**src/rtl/io_map_pkg.sv**
```systemverilog
// Address map and configuration limits for the memory-mapped I/O port bank.
package io_map_pkg;

   localparam int unsigned MAX_PORTS  = 8;
   localparam logic [7:0]  OUT_BASE   = 8'h80;
   localparam logic [7:0]  IN_BASE    = 8'hC0;
   localparam logic [7:0]  STATUS_OFF = 8'hF0;
   localparam logic [7:0]  MASK_OFF   = 8'hF4;

   // True when a port count fits the address map.
   function automatic bit port_count_ok(input int unsigned n);
      return (n >= 1) && (n <= MAX_PORTS);
   endfunction

endpackage

```
**src/rtl/sc_io_port_bank_if.sv**
```systemverilog
// CPU-side bus between the core and the I/O port bank.
interface sc_io_port_bank_if #(
   parameter int unsigned ADDR_W = 8,
   parameter int unsigned DATA_W = 32
);
   logic [ADDR_W-1:0] addr;
   logic [DATA_W-1:0] wdata;
   logic              we;
   logic              re;
   logic [DATA_W-1:0] rdata;

   modport master (output addr, output wdata, output we, output re, input rdata);
   modport slave  (input addr, input wdata, input we, input re, output rdata);
endinterface

```
**src/rtl/io_sync_chg.sv**
```systemverilog
// Two-flop input synchroniser with a previous-value register and a change indication.
module io_sync_chg #(
   parameter int unsigned DATA_W = 32
) (
   input  logic              clock,
   input  logic              reset,
   input  logic [DATA_W-1:0] pin_i,
   output logic [DATA_W-1:0] sync_o,
   output logic              chg_c
);

   logic [DATA_W-1:0] sync1_q;
   logic [DATA_W-1:0] sync2_q;
   logic [DATA_W-1:0] prev_q;

   always_ff @(posedge clock or posedge reset) begin
      if (reset) begin
         sync1_q <= '0;
         sync2_q <= '0;
         prev_q  <= '0;
      end else begin
         sync1_q <= pin_i;
         sync2_q <= sync1_q;
         prev_q  <= sync2_q;
      end
   end

   assign sync_o = sync2_q;
   // Any bit difference between consecutive synchronised samples counts as a change.
   assign chg_c  = (sync2_q != prev_q);

endmodule

```
**src/rtl/sc_io_port_bank.sv**
```systemverilog
// Memory-mapped bank of N_IN synchronised input ports and N_OUT output ports,
// with sticky per-input change flags and a masked level interrupt.
module sc_io_port_bank
   import io_map_pkg::*;
#(
   parameter int unsigned DATA_W = 32,
   parameter int unsigned ADDR_W = 8,
   parameter int unsigned N_IN   = 2,
   parameter int unsigned N_OUT  = 3
) (
   input  logic                    clock,
   input  logic                    reset,
   sc_io_port_bank_if.slave        bus,
   input  logic [N_IN*DATA_W-1:0]  in_port,
   output logic [N_OUT*DATA_W-1:0] out_port,
   output logic                    irq
);

   if (!port_count_ok(N_IN) || !port_count_ok(N_OUT)) begin : g_cfg_err
      $error("sc_io_port_bank: N_IN and N_OUT must be in 1..8");
   end

   logic [ADDR_W-1:0] word_addr;
   logic [N_OUT-1:0]  out_hit;
   logic [N_IN-1:0]   in_hit;
   logic              status_hit;
   logic              mask_hit;

   logic [DATA_W-1:0] in_sync [N_IN];
   logic [N_IN-1:0]   chg;

   logic [DATA_W-1:0] out_q [N_OUT];
   logic [DATA_W-1:0] out_d [N_OUT];
   logic [N_IN-1:0]   mask_q, mask_d;
   logic [N_IN-1:0]   flag_q, flag_d;
   logic [N_IN-1:0]   flag_clr;
   logic [DATA_W-1:0] rdata_q, rdata_d;
   logic [DATA_W-1:0] rd_sel;

   // Word-aligned decode: the two byte-offset bits never select a register.
   assign word_addr  = bus.addr & ~ADDR_W'(3);
   assign status_hit = (word_addr == ADDR_W'(STATUS_OFF));
   assign mask_hit   = (word_addr == ADDR_W'(MASK_OFF));

   for (genvar k = 0; k < N_OUT; k++) begin : g_out
      assign out_hit[k] = (word_addr == ADDR_W'(OUT_BASE) + ADDR_W'(4 * k));
      assign out_port[k*DATA_W +: DATA_W] = out_q[k];
   end

   for (genvar k = 0; k < N_IN; k++) begin : g_in
      assign in_hit[k] = (word_addr == ADDR_W'(IN_BASE) + ADDR_W'(4 * k));

      io_sync_chg #(.DATA_W(DATA_W)) u_sync (
         .clock  (clock),
         .reset  (reset),
         .pin_i  (in_port[k*DATA_W +: DATA_W]),
         .sync_o (in_sync[k]),
         .chg_c  (chg[k])
      );
   end

   // Next-state for writable registers, sticky flags and the read mux.
   always_comb begin
      out_d    = out_q;
      mask_d   = mask_q;
      flag_clr = '0;
      rd_sel   = '0;

      if (bus.we) begin
         for (int k = 0; k < N_OUT; k++) begin
            if (out_hit[k]) out_d[k] = bus.wdata;
         end
         if (mask_hit)   mask_d   = bus.wdata[N_IN-1:0];
         if (status_hit) flag_clr = bus.wdata[N_IN-1:0];
      end

      // A new change on the same edge as a clear keeps the flag set.
      flag_d = (flag_q & ~flag_clr) | chg;

      for (int k = 0; k < N_OUT; k++) begin
         if (out_hit[k]) rd_sel = out_q[k];
      end
      for (int k = 0; k < N_IN; k++) begin
         if (in_hit[k]) rd_sel = in_sync[k];
      end
      if (status_hit) rd_sel = DATA_W'(flag_q);
      if (mask_hit)   rd_sel = DATA_W'(mask_q);

      rdata_d = bus.re ? rd_sel : rdata_q;
   end

   always_ff @(posedge clock or posedge reset) begin
      if (reset) begin
         for (int k = 0; k < N_OUT; k++) out_q[k] <= '0;
         mask_q  <= '0;
         flag_q  <= '0;
         rdata_q <= '0;
      end else begin
         for (int k = 0; k < N_OUT; k++) out_q[k] <= out_d[k];
         mask_q  <= mask_d;
         flag_q  <= flag_d;
         rdata_q <= rdata_d;
      end
   end

   assign bus.rdata = rdata_q;
   assign irq       = |(flag_q & mask_q);

endmodule
```
**src/flat_wrapper.sv**
```systemverilog
// flat-port wrapper written by rule: the top's interface ports become plain ports
module sc_io_port_bank_flat import io_map_pkg::*;
#(
   parameter int unsigned DATA_W = 32,
   parameter int unsigned ADDR_W = 8,
   parameter int unsigned N_IN   = 2,
   parameter int unsigned N_OUT  = 3
)
  (clock, reset, in_port, out_port, irq, bus_addr, bus_wdata, bus_we, bus_re, bus_rdata);
  sc_io_port_bank_if #(.ADDR_W(ADDR_W), .DATA_W(DATA_W)) bus_i ();
  input  logic clock;
  input  logic reset;
  input  logic [N_IN*DATA_W-1:0] in_port;
  output logic [N_OUT*DATA_W-1:0] out_port;
  output logic irq;
  input wire logic [$bits(bus_i.addr)-1:0] bus_addr;
  input wire logic [$bits(bus_i.wdata)-1:0] bus_wdata;
  input wire logic [$bits(bus_i.we)-1:0] bus_we;
  input wire logic [$bits(bus_i.re)-1:0] bus_re;
  output wire logic [$bits(bus_i.rdata)-1:0] bus_rdata;
  assign bus_i.addr = bus_addr;
  assign bus_i.wdata = bus_wdata;
  assign bus_i.we = bus_we;
  assign bus_i.re = bus_re;
  assign bus_rdata = bus_i.rdata;
  sc_io_port_bank #(.DATA_W(DATA_W), .ADDR_W(ADDR_W), .N_IN(N_IN), .N_OUT(N_OUT)) u_core (.clock(clock), .reset(reset), .bus(bus_i), .in_port(in_port), .out_port(out_port), .irq(irq));
endmodule
```
**config.mk**
```make
export PLATFORM = sky130hd
export DESIGN_NAME = sc_io_port_bank_flat
export DESIGN_NICKNAME = d
export VERILOG_FILES = /design/src/rtl/io_map_pkg.sv /design/src/rtl/sc_io_port_bank_if.sv /design/src/rtl/io_sync_chg.sv /design/src/rtl/sc_io_port_bank.sv /design/src/flat_wrapper.sv
export SDC_FILE = /design/constraint.sdc
export NUM_CORES = 1
export LEC_CHECK = 0
export CAP_MARGIN = 20
export CELL_PAD_IN_SITES_DETAIL_PLACEMENT = 0
export CELL_PAD_IN_SITES_GLOBAL_PLACEMENT = 1
export CORE_ASPECT_RATIO = 0.8
export CORE_MARGIN = 5
export CORE_UTILIZATION = 35
export CTS_CLUSTER_DIAMETER = 50
export DETAILED_ROUTE_END_ITERATION = 8
export DONT_BUFFER_PORTS = 1
export PLACE_DENSITY = 0.56
export RECOVER_POWER = 100
export SLEW_MARGIN = 20
export SYNTH_ARGS = -nofsm -noshare
export SYNTH_HDL_FRONTEND = slang
export SYNTH_SLANG_ARGS = --single-unit
```
**constraint.sdc**
```tcl
create_clock -name clock -period 10.9 [get_ports clock]
set_clock_uncertainty 0.15 [all_clocks]
set_input_delay 2.18 -clock clock [delete_from_list [all_inputs] [get_ports clock]]
set_output_delay 2.18 -clock clock [all_outputs]
set_load 0.005 [all_outputs]
```
==> results of run 1 <==
[per-layer routing]
metal,track usage,wire (µm),up-vias
met5,0,0,-
met4,0.0400,510,0
met3,0.0705,3340,41
met2,0.235,13100,228
met1,0.232,13600,3152
li1,-,-,2631
[worst max-delay path by stage]
stage	endpoint	slack, ns	depth (start not counted)
after floorplan	u_core.bus.rdata[0]	4.25	1
after global placement	u_core.out_port[20]	6.66	5
after detailed placement	u_core.out_port[20]	6.60	5
after CTS	u_core.out_port[20]	7.15	5
after global routing	u_core.out_port[19]	5.20	5
final	u_core.out_port[20]	5.36	5
[cell families after synthesis]
family | Yosys count
simple gates | 52
flops | 324
buf+inv | 40
compound gates | 106
xor+xnor | 64
mux | 130
[state kept, by name, summed over array words and instances (netlist names)]
name                        flops
u_core.bus.rdata               32
u_core.g_in.u_sync.sync_o      64
u_core.mask_q                   2
u_core.g_in.u_sync.prev_q      64
u_core.out_port                96
u_core.g_in.u_sync.sync1_q     64
u_core.flag_q                   2
[per-stage QoR]
stage           util  area (µm²)  cells
2_1_floorplan      -       11600    716
3_3_place_gp   0.368       12000   1115
3_5_place_dp   0.368       12000   1115
4_1_cts        0.408       13300   1183
5_1_grt        0.407       13300   1184
6_report       0.408       13300   1185
[power by group through the flow]
stage	Clock, mW	Sequential [mW]	Combinational [mW]
2_1_floorplan	0	1.37	0.121
3_3_place_gp	0	1.40	0.152
3_5_place_dp	0	1.40	0.158
4_1_cts	1.33	1.38	0.159
5_1_grt	1.38	1.39	0.173
6_report	1.29	1.38	0.155
[cells in the mapped netlist, types with 3 or more instances]
cell         n
buf_2        5
mux2i_1     32
a21oi_1      4
mux2_2      93
dfrtp_1    324
xor2_1      64
mux2_1       5
nand4_1      4
clkbuf_1    18
inv_1        4
nor2b_1      3
a221o_1     29
nor4_1      16
o2bb2ai_1   29
nand2_1      3
a2bb2oi_1   26
and2_1       3
nor2_1       4
nand3_1      6
o21ai_0      3
a22o_1       8
buf_4        8
buf_6        4
[area by class of cell]
class / count / area share
Inverter: 4 / 0.00122
Sequential cell: 324 / 0.610
Timing Repair Buffer: 9 / 0.00696
Clock inverter: 16 / 0.0143
Tap cell: 427 / 0.0402
Multi-Input combinational cell: 352 / 0.244
Clock buffer: 52 / 0.0838
Antenna cell: 1 / 0.000188
[worst max-delay path, stage by stage]
cell	delay, ns
nor3b_1	0.58
nand2b_2	0.16
nor3b_1	0.98
clkbuf_1	1.40
mux2_2	0.45
==> results by group, run 1 <==
STA
  • Period utilization: 0.508
  • Worst-margin pin slew: 1.85 ns
  • # setup viols final: 0
  • Final Hold Vio Count: 0
  • Unrepaired setup endpoints after global routing: no
  • Final worst setup slack: 5.36 ns
  • Hold WS: 0.197 ns
  • Pins Over Slew Limit: 128
  • TNS Setup: 0 ns
  • Slew headroom: -0.235
  • Final Critical Period: 5.54 ns
  • Max Clk Rate: 0.181 GHz

GRT
  • Grt total ovfl: 0
  • First-pass GRT wire length: 45.4 mm
  • Largest net degree at the start of global routing: 197
  • Initial antenna violation count: 1
  • Vias in the first global route: 6661
  • GRT Total Usage: 0.164

Worst hold path
  • Min-Delay Endpoint: u_core.g_in[1].u_sync.sync_o[11]
  • Worst Hold Depth: 0
  • Hold Path Origin: u_core.g_in[1].u_sync.sync1_q[11]
  • Worst min path class: register to register

Logic synthesis
  • Synthesis Warnings: 0
  • Top-area cell type share of the netlist area: 0.699
  • Main combinational cell family by area after synthesis: multiplexers
  • Post-Synth Adder-Cell Area: 0
  • Synth Flop Type: dfrtp_1
  • XOR/XNOR Fraction of Synth Area: 0.0483
  • Avg Cell Area, Syn: 16.2 µm²
  • Mapped Area: 11600 µm²
  • Synth Area in Simple Gates: 0.0307
  • Synth unique cells: 39
  • Register area share after synthesis: 0.699
  • Number of synthesized flops with an enable pin: 0
  • Async SR Flop Fraction: 1.00
  • Post-Synthesis Cells: 716
  • Mapped Nets: 824
  • Post-synthesis mux area share: 0.123
  • Area leader, netlist: dfrtp_1
  • Synth Register Bits: 324
  • Synth area leaders: dfrtp_1, mux2_2, xor2_1, mux2i_1, a221o_1
  • Fraction of the mapped netlist area in compound gates: 0.0806

Clock network
  • H-Tree Level Count: 2
  • CTS buffer count: 37
  • Root Driver: clkbuf_16
  • Post-CTS Hold Fix Bufs: 0
  • Post-cts gate resize count: 0
  • Clock transition at path regs: 0.06 ns
  • Clock Latency Late Sink: 0.52 ns
  • CTS Buffer Depth: 3
  • CTS tree: yes
  • Clk sink count: 324
  • Setup bufs post-CTS: 0

Die
  • Chip width: 214 µm
  • Row count: 59
  • Core ar.: 32600 µm²
  • Die ar.: 36900 µm²
  • Initial Util: 0.356
  • Die H: 173 µm
  • Io pins: 237

Layout
  • Multi-input logic area: 3240 µm²
  • Area grow syn2layout: 14.6%
  • Fraction of layout cells with a size suffix above 1: 0.222
  • Most frequent cells in the layout: dfrtp_1, mux2_2, xor2_1
  • Commonest non-fill, non-tap cell in the layout: dfrtp_1
  • Final nets: 836
  • Filler cell count: 2912
  • Register area: 8110 µm²

Setup path
  • Crit path max fanout: 26
  • Worst Path Required: 11.14 ns
  • R2r endpoint: u_core.flag_q[1]
  • FF-to-FF Start: u_core.g_in[1].u_sync.sync_o[30]
  • R2R Setup Slk: 8.88 ns
  • Worst Reg-to-Reg Cells: 4
  • Crit path arrival time: 5.78 ns
  • Startpoint Class: primary input
  • Beginning of the critical path: bus_addr[4]
  • Crit path kind: primary input to register
  • Setup crit end kind: register

Detailed routing
  • Detailed Route Iter0 Violations: 402
  • Total iterations of the first detailed-routing run: 4
  • Avg Vias per Cell: 5.11
  • Via count: 6052
  • Routed len/inst: 25.8 µm
  • DRT Wirelength: 30.6 mm
  • Routed Antenna Nets: 0
  • DRC viols: 0

Placed design
  • Gpl congestion: 0.824
  • Dpl hpwl: 21.4 mm
  • I/O Buffers: 0
  • Dpl ws: 6.60 ns

Pwr
  • Int Pwr: 2.16 mW
  • Pwr/cell area: 212 nW/µm²
  • Combinational share of power: 0.055
  • Switching Share: 0.234
  • Peak supply drop: 110 µV
  • Switch Pwr: 0.659 mW
  • P_leak: 5.96 nW
  • Seq pwr share: 0.489
  • Design Power: 2.82 mW
  • Clock Power Share: 0.456

Outcome
  • Failing checks: capacitance limit, slew limit
  • Status: finished with violations

Run
  • Max-Cap Viols: 4
Power figures use the tool's default switching activity.
==> run 2, diff against run 1 <==
- PLACE_DENSITY: 0.56 -> 0.54
- clock period: 10.9 -> 5.3 ns (I/O delays scaled with it)
==> results by group, run 2 (synthesis results as in run 1) <==
Clock network
  • Post-cts gate resize count: 0 (unchanged)
  • Post-CTS Hold Fix Bufs: 0 (unchanged)
  • CTS tree: yes (unchanged)
  • Setup bufs post-CTS: 0 (unchanged)
  • H-Tree Level Count: 2 (unchanged)
  • Root Driver: clkbuf_16 (unchanged)
  • Clock transition at path regs: 0.06 ns (about the same)
  • Clock Latency Late Sink: 0.53 ns (was 0.52 ns)
  • CTS buffer count: 36 (was 37)
  • CTS Buffer Depth: 3 (unchanged)
  • Clk sink count: 324 (unchanged)

Layout
  • Commonest non-fill, non-tap cell in the layout: dfrtp_1 (unchanged)
  • Final nets: 836 (unchanged)
  • Final Cell Area: 13200 µm² (was 13300 µm²)
  • Filler cell count: 2948 (was 2912)
  • Most frequent cells in the layout: dfrtp_1, mux2_2, xor2_1 (unchanged)
  • Fraction of layout cells with a size suffix above 1: 0.213 (was 0.222)
  • Area grow syn2layout: 13.6% (was 14.6%)
  • Max reg flops: 96 (unchanged)

Pwr
  • Switch Pwr: 1.35 mW (was 0.659 mW)
  • Peak supply drop: 220 µV (was 110 µV)
  • Switching Share: 0.240 (was 0.234)
  • P_leak: 5.90 nW (was 5.96 nW)
  • Seq pwr share: 0.505 (was 0.489)
  • Pwr/cell area: 425 nW/µm² (was 212 nW/µm²)
  • Design Power: 5.60 mW (was 2.82 mW)
  • Int Pwr: 4.26 mW (was 2.16 mW)
  • Clock Power Share: 0.439 (was 0.456)
  • Combinational share of power: 0.056 (was 0.055)

GRT
  • Met2 GRT Util: 0.241 (was 0.235)
  • Initial antenna violation count: 2 (was 1)
  • First-pass GRT wire length: 45.3 mm (was 45.4 mm)
  • Grt total ovfl: 0 (unchanged)
  • Met1 usage: 0.225 (was 0.232)
  • Met3 usage: 0.0654 (was 0.0705)
  • Largest net degree at the start of global routing: 123 (was 197)
  • Vias in the first global route: 6680 (was 6661)
  • GRT Total Usage: 0.163 (was 0.164)
  • Top Usage Layer GRT: met2 (unchanged)

Detailed routing
  • DRT Wirelength: 30.5 mm (was 30.6 mm)
  • DRC viols: 0 (unchanged)
  • Detailed Route Iter0 Violations: 421 (was 402)
  • Routed len/inst: 25.9 µm (was 25.8 µm)
  • Avg Vias per Cell: 5.19 (was 5.11)
  • Routed Antenna Nets: 0 (unchanged)
  • Via count: 6119 (was 6052)
  • Total iterations of the first detailed-routing run: 4 (unchanged)

STA
  • Final Hold Vio Count: 0 (unchanged)
  • # setup viols final: 0 (unchanged)
  • Slew headroom: -0.477 (was -0.235)
  • Period utilization: 0.728
  • Unrepaired setup endpoints after global routing: no (unchanged)
  • Pins Over Slew Limit: 139 (was 128)
  • Max Clk Rate: 0.259 GHz
  • Worst-margin pin slew: 2.22 ns (was 1.85 ns)
  • Final Critical Period: 3.86 ns

Outcome
  • Status: finished with violations (unchanged)
  • Failing checks: capacitance limit, slew limit (unchanged)

Setup path
  • Delay of the slowest critical-path stage: 1.59 ns (was 1.40 ns)
  • FF-to-FF Start: u_core.g_in[1].u_sync.sync_o[25] (was u_core.g_in[1].u_sync.sync_o[30])
  • R2R Setup Slk: 3.31 ns (was 8.88 ns)
  • CP top delay family: buffers and inverters (was simple AND/OR/NAND/NOR gates)
  • Setup crit end kind: register (unchanged)
  • R2r endpoint: u_core.flag_q[1] (unchanged)
  • Critical-path cell list: nor3b_1 -> nand2b_2 -> nor3_1 -> clkbuf_1 -> mux2_2 (was nor3b_1 -> nand2b_2 -> nor3b_1 -> clkbuf_1 -> mux2_2)
  • Critical Path Slowest Stage Cell: clkbuf_1 (unchanged)
  • CP Buf/Inv Count: 1 (unchanged)
  • Startpoint Class: primary input (unchanged)
  • Worst Reg-to-Reg Cells: 4 (unchanged)
  • Crit path kind: primary input to register (unchanged)
  • Crit path max fanout: 32 (was 26)
  • Crit path arrival time: 4.11 ns (was 5.78 ns)
  • Worst Path Required: 5.55 ns (was 11.14 ns)

Die
  • Io pins: 237 (unchanged)
  • Die ar.: 36900 µm² (unchanged)
  • Initial Util: 0.356 (unchanged)
  • Row count: 59 (unchanged)
  • Die H: 173 µm (unchanged)
  • Core ar.: 32600 µm² (unchanged)
  • Chip width: 214 µm (unchanged)

Placed design
  • Gpl congestion: 0.791 (was 0.824)
  • I/O Buffers: 0 (unchanged)
  • Dpl hpwl: 21.3 mm (was 21.4 mm)
  • Area after DPL: 12000 µm² (about the same)

Worst hold path
  • Min-Delay Endpoint: u_core.g_in[0].u_sync.sync_o[18] (was u_core.g_in[1].u_sync.sync_o[11])
  • Worst min path class: register to register (unchanged)
  • Worst Hold Depth: 0 (unchanged)
  • Hold Path Origin: u_core.g_in[0].u_sync.sync1_q[18] (was u_core.g_in[1].u_sync.sync1_q[11])

Run
  • Max-Cap Viols: 5 (was 4)
## run 2: cell count changes in the layout (fill, tap and decap cells not counted), sizes merged
cell	change
clkinvlp	-2
clkbuf	-2
buf	+1
clkinv	-1
bufinv	-2
## run 2: how the worst max path moves through the flow
stage / from / end / slack (ns) / depth (start not counted)
finish: bus_addr[4] / u_core.out_port[48] / 1.44 / 5
global route: bus_addr[4] / u_core.out_port[54] / 1.29 / 5
CTS: bus_addr[4] / u_core.out_port[16] / 2.62 / 5
detailed placement: bus_addr[4] / u_core.out_port[26] / 2.06 / 5
global placement: bus_addr[4] / u_core.out_port[19] / 2.04 / 5
floorplan: reset / u_core.bus.rdata[0] / -0.23 / 1
## run 2: layout make-up
cell class                      count  area [µm²]  area share
Antenna cell                        1        2.50    0.000190
Clock buffer                       50        1040      0.0793
Clock inverter                     11         141      0.0107
Inverter                            4        16.3     0.00123
Multi-Input combinational cell    352        3240       0.246
Sequential cell                   324        8110       0.615
Tap cell                          427         534      0.0406
Timing Repair Buffer               10        88.8     0.00674
## run 2: metrics by stage
stage | TNS, ns | util | hold slack, ns | worst slack [ns] | cells
2_1_floorplan | -75.41 | - | 0.181 | -0.233 | 716
4_1_cts | 0 | 0.405 | 0.198 | 2.62 | 1177
3_3_place_gp | 0 | 0.369 | 0.187 | 2.04 | 1116
5_1_grt | 0 | 0.404 | 0.202 | 1.29 | 1179
3_5_place_dp | 0 | 0.369 | 0.185 | 2.06 | 1116
6_report | 0 | 0.404 | 0.196 | 1.44 | 1179
## run 2: power groups by stage
stage	combinational, mW	sequential, mW	clock [mW]
after floorplan	0.250	2.81	0
after global placement	0.313	2.87	0
after detailed placement	0.323	2.88	0
after CTS	0.324	2.83	2.53
after global routing	0.351	2.85	2.63
final	0.316	2.83	2.46
## run 2: per-layer routing
metal,vias to the layer above,wire [µm]
met2,222,13800
met3,44,2930
met5,-,11
met1,3226,13200
li1,2625,-
met4,2,597
==> run 3, diff against run 2 <==
- clock period: 5.3 -> 3.7 ns (I/O delays scaled with it)
==> results by group, run 3 (synthesis results as in run 1) <==
Die
  • Core ar.: 32600 µm² (unchanged)
  • Row count: 59 (unchanged)
  • Die ar.: 36900 µm² (unchanged)
  • Io pins: 237 (unchanged)
  • Initial Util: 0.356 (unchanged)
  • Die H: 173 µm (unchanged)
  • Chip width: 214 µm (unchanged)

GRT
  • Initial antenna violation count: 0 (was 2)
  • Vias in the first global route: 6637 (was 6680)
  • First-pass GRT wire length: 45.6 mm (was 45.3 mm)
  • Grt total ovfl: 0 (unchanged)
  • Largest net degree at the start of global routing: 89 (was 123)
  • GRT Total Usage: 0.164 (was 0.163)

Setup path
  • R2R Setup Slk: 1.72 ns (was 3.31 ns)
  • Critical Path Slowest Stage Cell: and3_1 (was clkbuf_1)
  • R2r endpoint: u_core.flag_q[1] (unchanged)
  • Setup crit end kind: register (unchanged)
  • Delay of the slowest critical-path stage: 1.04 ns (was 1.59 ns)
  • Worst Path Required: 3.95 ns (was 5.55 ns)
  • FF-to-FF Start: u_core.g_in[1].u_sync.sync_o[25] (unchanged)
  • Startpoint Class: primary input (unchanged)
  • Crit path max fanout: 22 (was 32)
  • Crit path arrival time: 2.97 ns (was 4.11 ns)
  • Crit path kind: primary input to register (unchanged)
  • Worst Reg-to-Reg Cells: 4 (unchanged)
  • Critical-path cell list: nor4b_2 -> and3_1 -> clkbuf_1 -> mux2_2 (was nor3b_1 -> nand2b_2 -> nor3_1 -> clkbuf_1 -> mux2_2)

Layout
  • Area grow syn2layout: 15.3% (was 13.6%)
  • Max reg flops: 96 (unchanged)
  • Antenna cells: 0 (was 1)
  • Final nets: 842 (was 836)
  • Register area: 8110 µm² (unchanged)
  • Fraction of layout cells with a size suffix above 1: 0.224 (was 0.213)
  • Most frequent cells in the layout: dfrtp_1, mux2_2, xor2_1 (unchanged)
  • Filler cell count: 2931 (was 2948)
  • Non-filler cells, final: 1185 (was 1179)
  • Commonest non-fill, non-tap cell in the layout: dfrtp_1 (unchanged)
  • Multi-input logic area: 3270 µm² (was 3240 µm²)

Outcome
  • Status: finished with violations (unchanged)
  • Failing checks: capacitance limit, slew limit (unchanged)

Placed design
  • Cells after DPL: 1121 (was 1116)
  • Dpl ws: 0.861 ns (was 2.06 ns)
  • Gpl congestion: 0.798 (was 0.791)
  • Dpl hpwl: 21.7 mm (was 21.3 mm)
  • I/O Buffers: 0 (unchanged)

Clock network
  • Post-CTS Hold Fix Bufs: 0 (unchanged)
  • Clk sink count: 324 (unchanged)
  • Clock Latency Late Sink: 0.53 ns (about the same)
  • CTS Buffer Depth: 3 (unchanged)
  • Post-cts gate resize count: 0 (unchanged)
  • Setup bufs post-CTS: 0 (unchanged)
  • CTS tree: yes (unchanged)
  • Clock transition at path regs: 0.06 ns (about the same)
  • CTS buffer count: 38 (was 36)
  • Root Driver: clkbuf_16 (unchanged)
  • H-Tree Level Count: 2 (unchanged)

Detailed routing
  • Detailed Route Iter0 Violations: 325 (was 421)
  • DRT Wirelength: 30.6 mm (was 30.5 mm)
  • Avg Vias per Cell: 5.12 (was 5.19)
  • Via count: 6067 (was 6119)
  • Routed len/inst: 25.8 µm (was 25.9 µm)
  • Routed Antenna Nets: 0 (unchanged)
  • Total iterations of the first detailed-routing run: 4 (unchanged)
  • DRC viols: 0 (unchanged)

STA
  • Final worst setup slack: 0.978 ns (was 1.44 ns)
  • Final Hold Vio Count: 0 (unchanged)
  • Period utilization: 0.736
  • Max Clk Rate: 0.367 GHz
  • Final Critical Period: 2.72 ns
  • Slew headroom: -0.158 (was -0.477)
  • Unrepaired setup endpoints after global routing: no (unchanged)
  • # setup viols final: 0 (unchanged)
  • Hold WS: 0.0759 ns (was 0.196 ns)
  • Pins Over Slew Limit: 30 (was 139)
  • Worst-margin pin slew: 1.74 ns (was 2.22 ns)

Worst hold path
  • Worst Hold Depth: 0 (unchanged)
  • Worst min path class: primary input to register (was register to register)
  • Min-Delay Endpoint: u_core.g_in[0].u_sync.sync1_q[31] (was u_core.g_in[0].u_sync.sync_o[18])
  • Hold Path Origin: in_port[31] (was u_core.g_in[0].u_sync.sync1_q[18])

Pwr
  • P_leak: 6.00 nW (was 5.90 nW)
  • Peak supply drop: 309 µV (was 220 µV)
  • Pwr/cell area: 627 nW/µm² (was 425 nW/µm²)

Run
  • Max-Cap Viols: 1 (was 5)
==> run 3: changes by cell type in the layout (fill, tap and decap cells not counted), moves of 2 or more <==
cell / before / now
bufinv_16: 1 / 6
clkbuf_2: 0 / 2
clkbuf_8: 7 / 5
nor3b_1: 2 / 0
nor3b_4: 0 / 2
==> run 3: worst max-delay path: cells and delay by family <==
kind                   cells  cell delay, ns
buffers and inverters      1            0.34
multiplexers               1            0.37
AND/OR/NAND/NOR            2            1.49
==> run 3: stage by stage <==
step | cell area, µm² | util | power (mW) | TNS [ns]
2_1_floorplan | 11600 | - | 4.38 | -490.13
3_3_place_gp | 12100 | 0.371 | 4.57 | 0
3_5_place_dp | 12100 | 0.371 | 4.60 | 0
4_1_cts | 13400 | 0.412 | 8.51 | 0
5_1_grt | 13400 | 0.410 | 8.71 | 0
6_report | 13400 | 0.410 | 8.38 | 0
==> run 3: cell type report <==
class | count | area share
flip-flops and latches | 324 | 0.606
multi-input cells | 352 | 0.245
clock buffers | 48 | 0.0777
well taps | 427 | 0.0400
clock inverters | 16 | 0.0207
repair buffers | 14 | 0.00945
inverters | 4 | 0.00122
==> run 3: how the worst max path moves through the flow <==
stage,startpoint,to,slack (ns),cells after the start
after floorplan,reset,u_core.bus.rdata[0],-1.51,1
after global placement,bus_addr[4],u_core.out_port[69],0.92,4
after detailed placement,bus_addr[4],u_core.out_port[70],0.86,4
after CTS,bus_addr[4],u_core.out_port[66],1.41,4
after global routing,reset,u_core.out_port[81],0.70,2
final,bus_addr[4],u_core.out_port[84],0.98,4
==> run 3: power by group <==
| part | internal (mW) | leakage (nW) | switching [mW] |
|---|---|---|---|
| Sequential | 3.80 | 4.00 | 0.254 |
| Combinational | 0.219 | 1.36 | 0.236 |
| Clock | 2.42 | 0.643 | 1.44 |
==> run 3: per-layer routing <==
| metal | share of wire | vias up | global-route usage | wire, µm |
|---|---|---|---|---|
| li1 | - | 2631 | - | - |
| met1 | 0.44 | 3144 | 0.234 | 13400 |
| met2 | 0.44 | 235 | 0.239 | 13600 |
| met3 | 0.091 | 57 | 0.0563 | 2790 |
| met4 | 0.026 | 0 | 0.0498 | 804 |
| met5 | 0 | - | 0 | 0 |
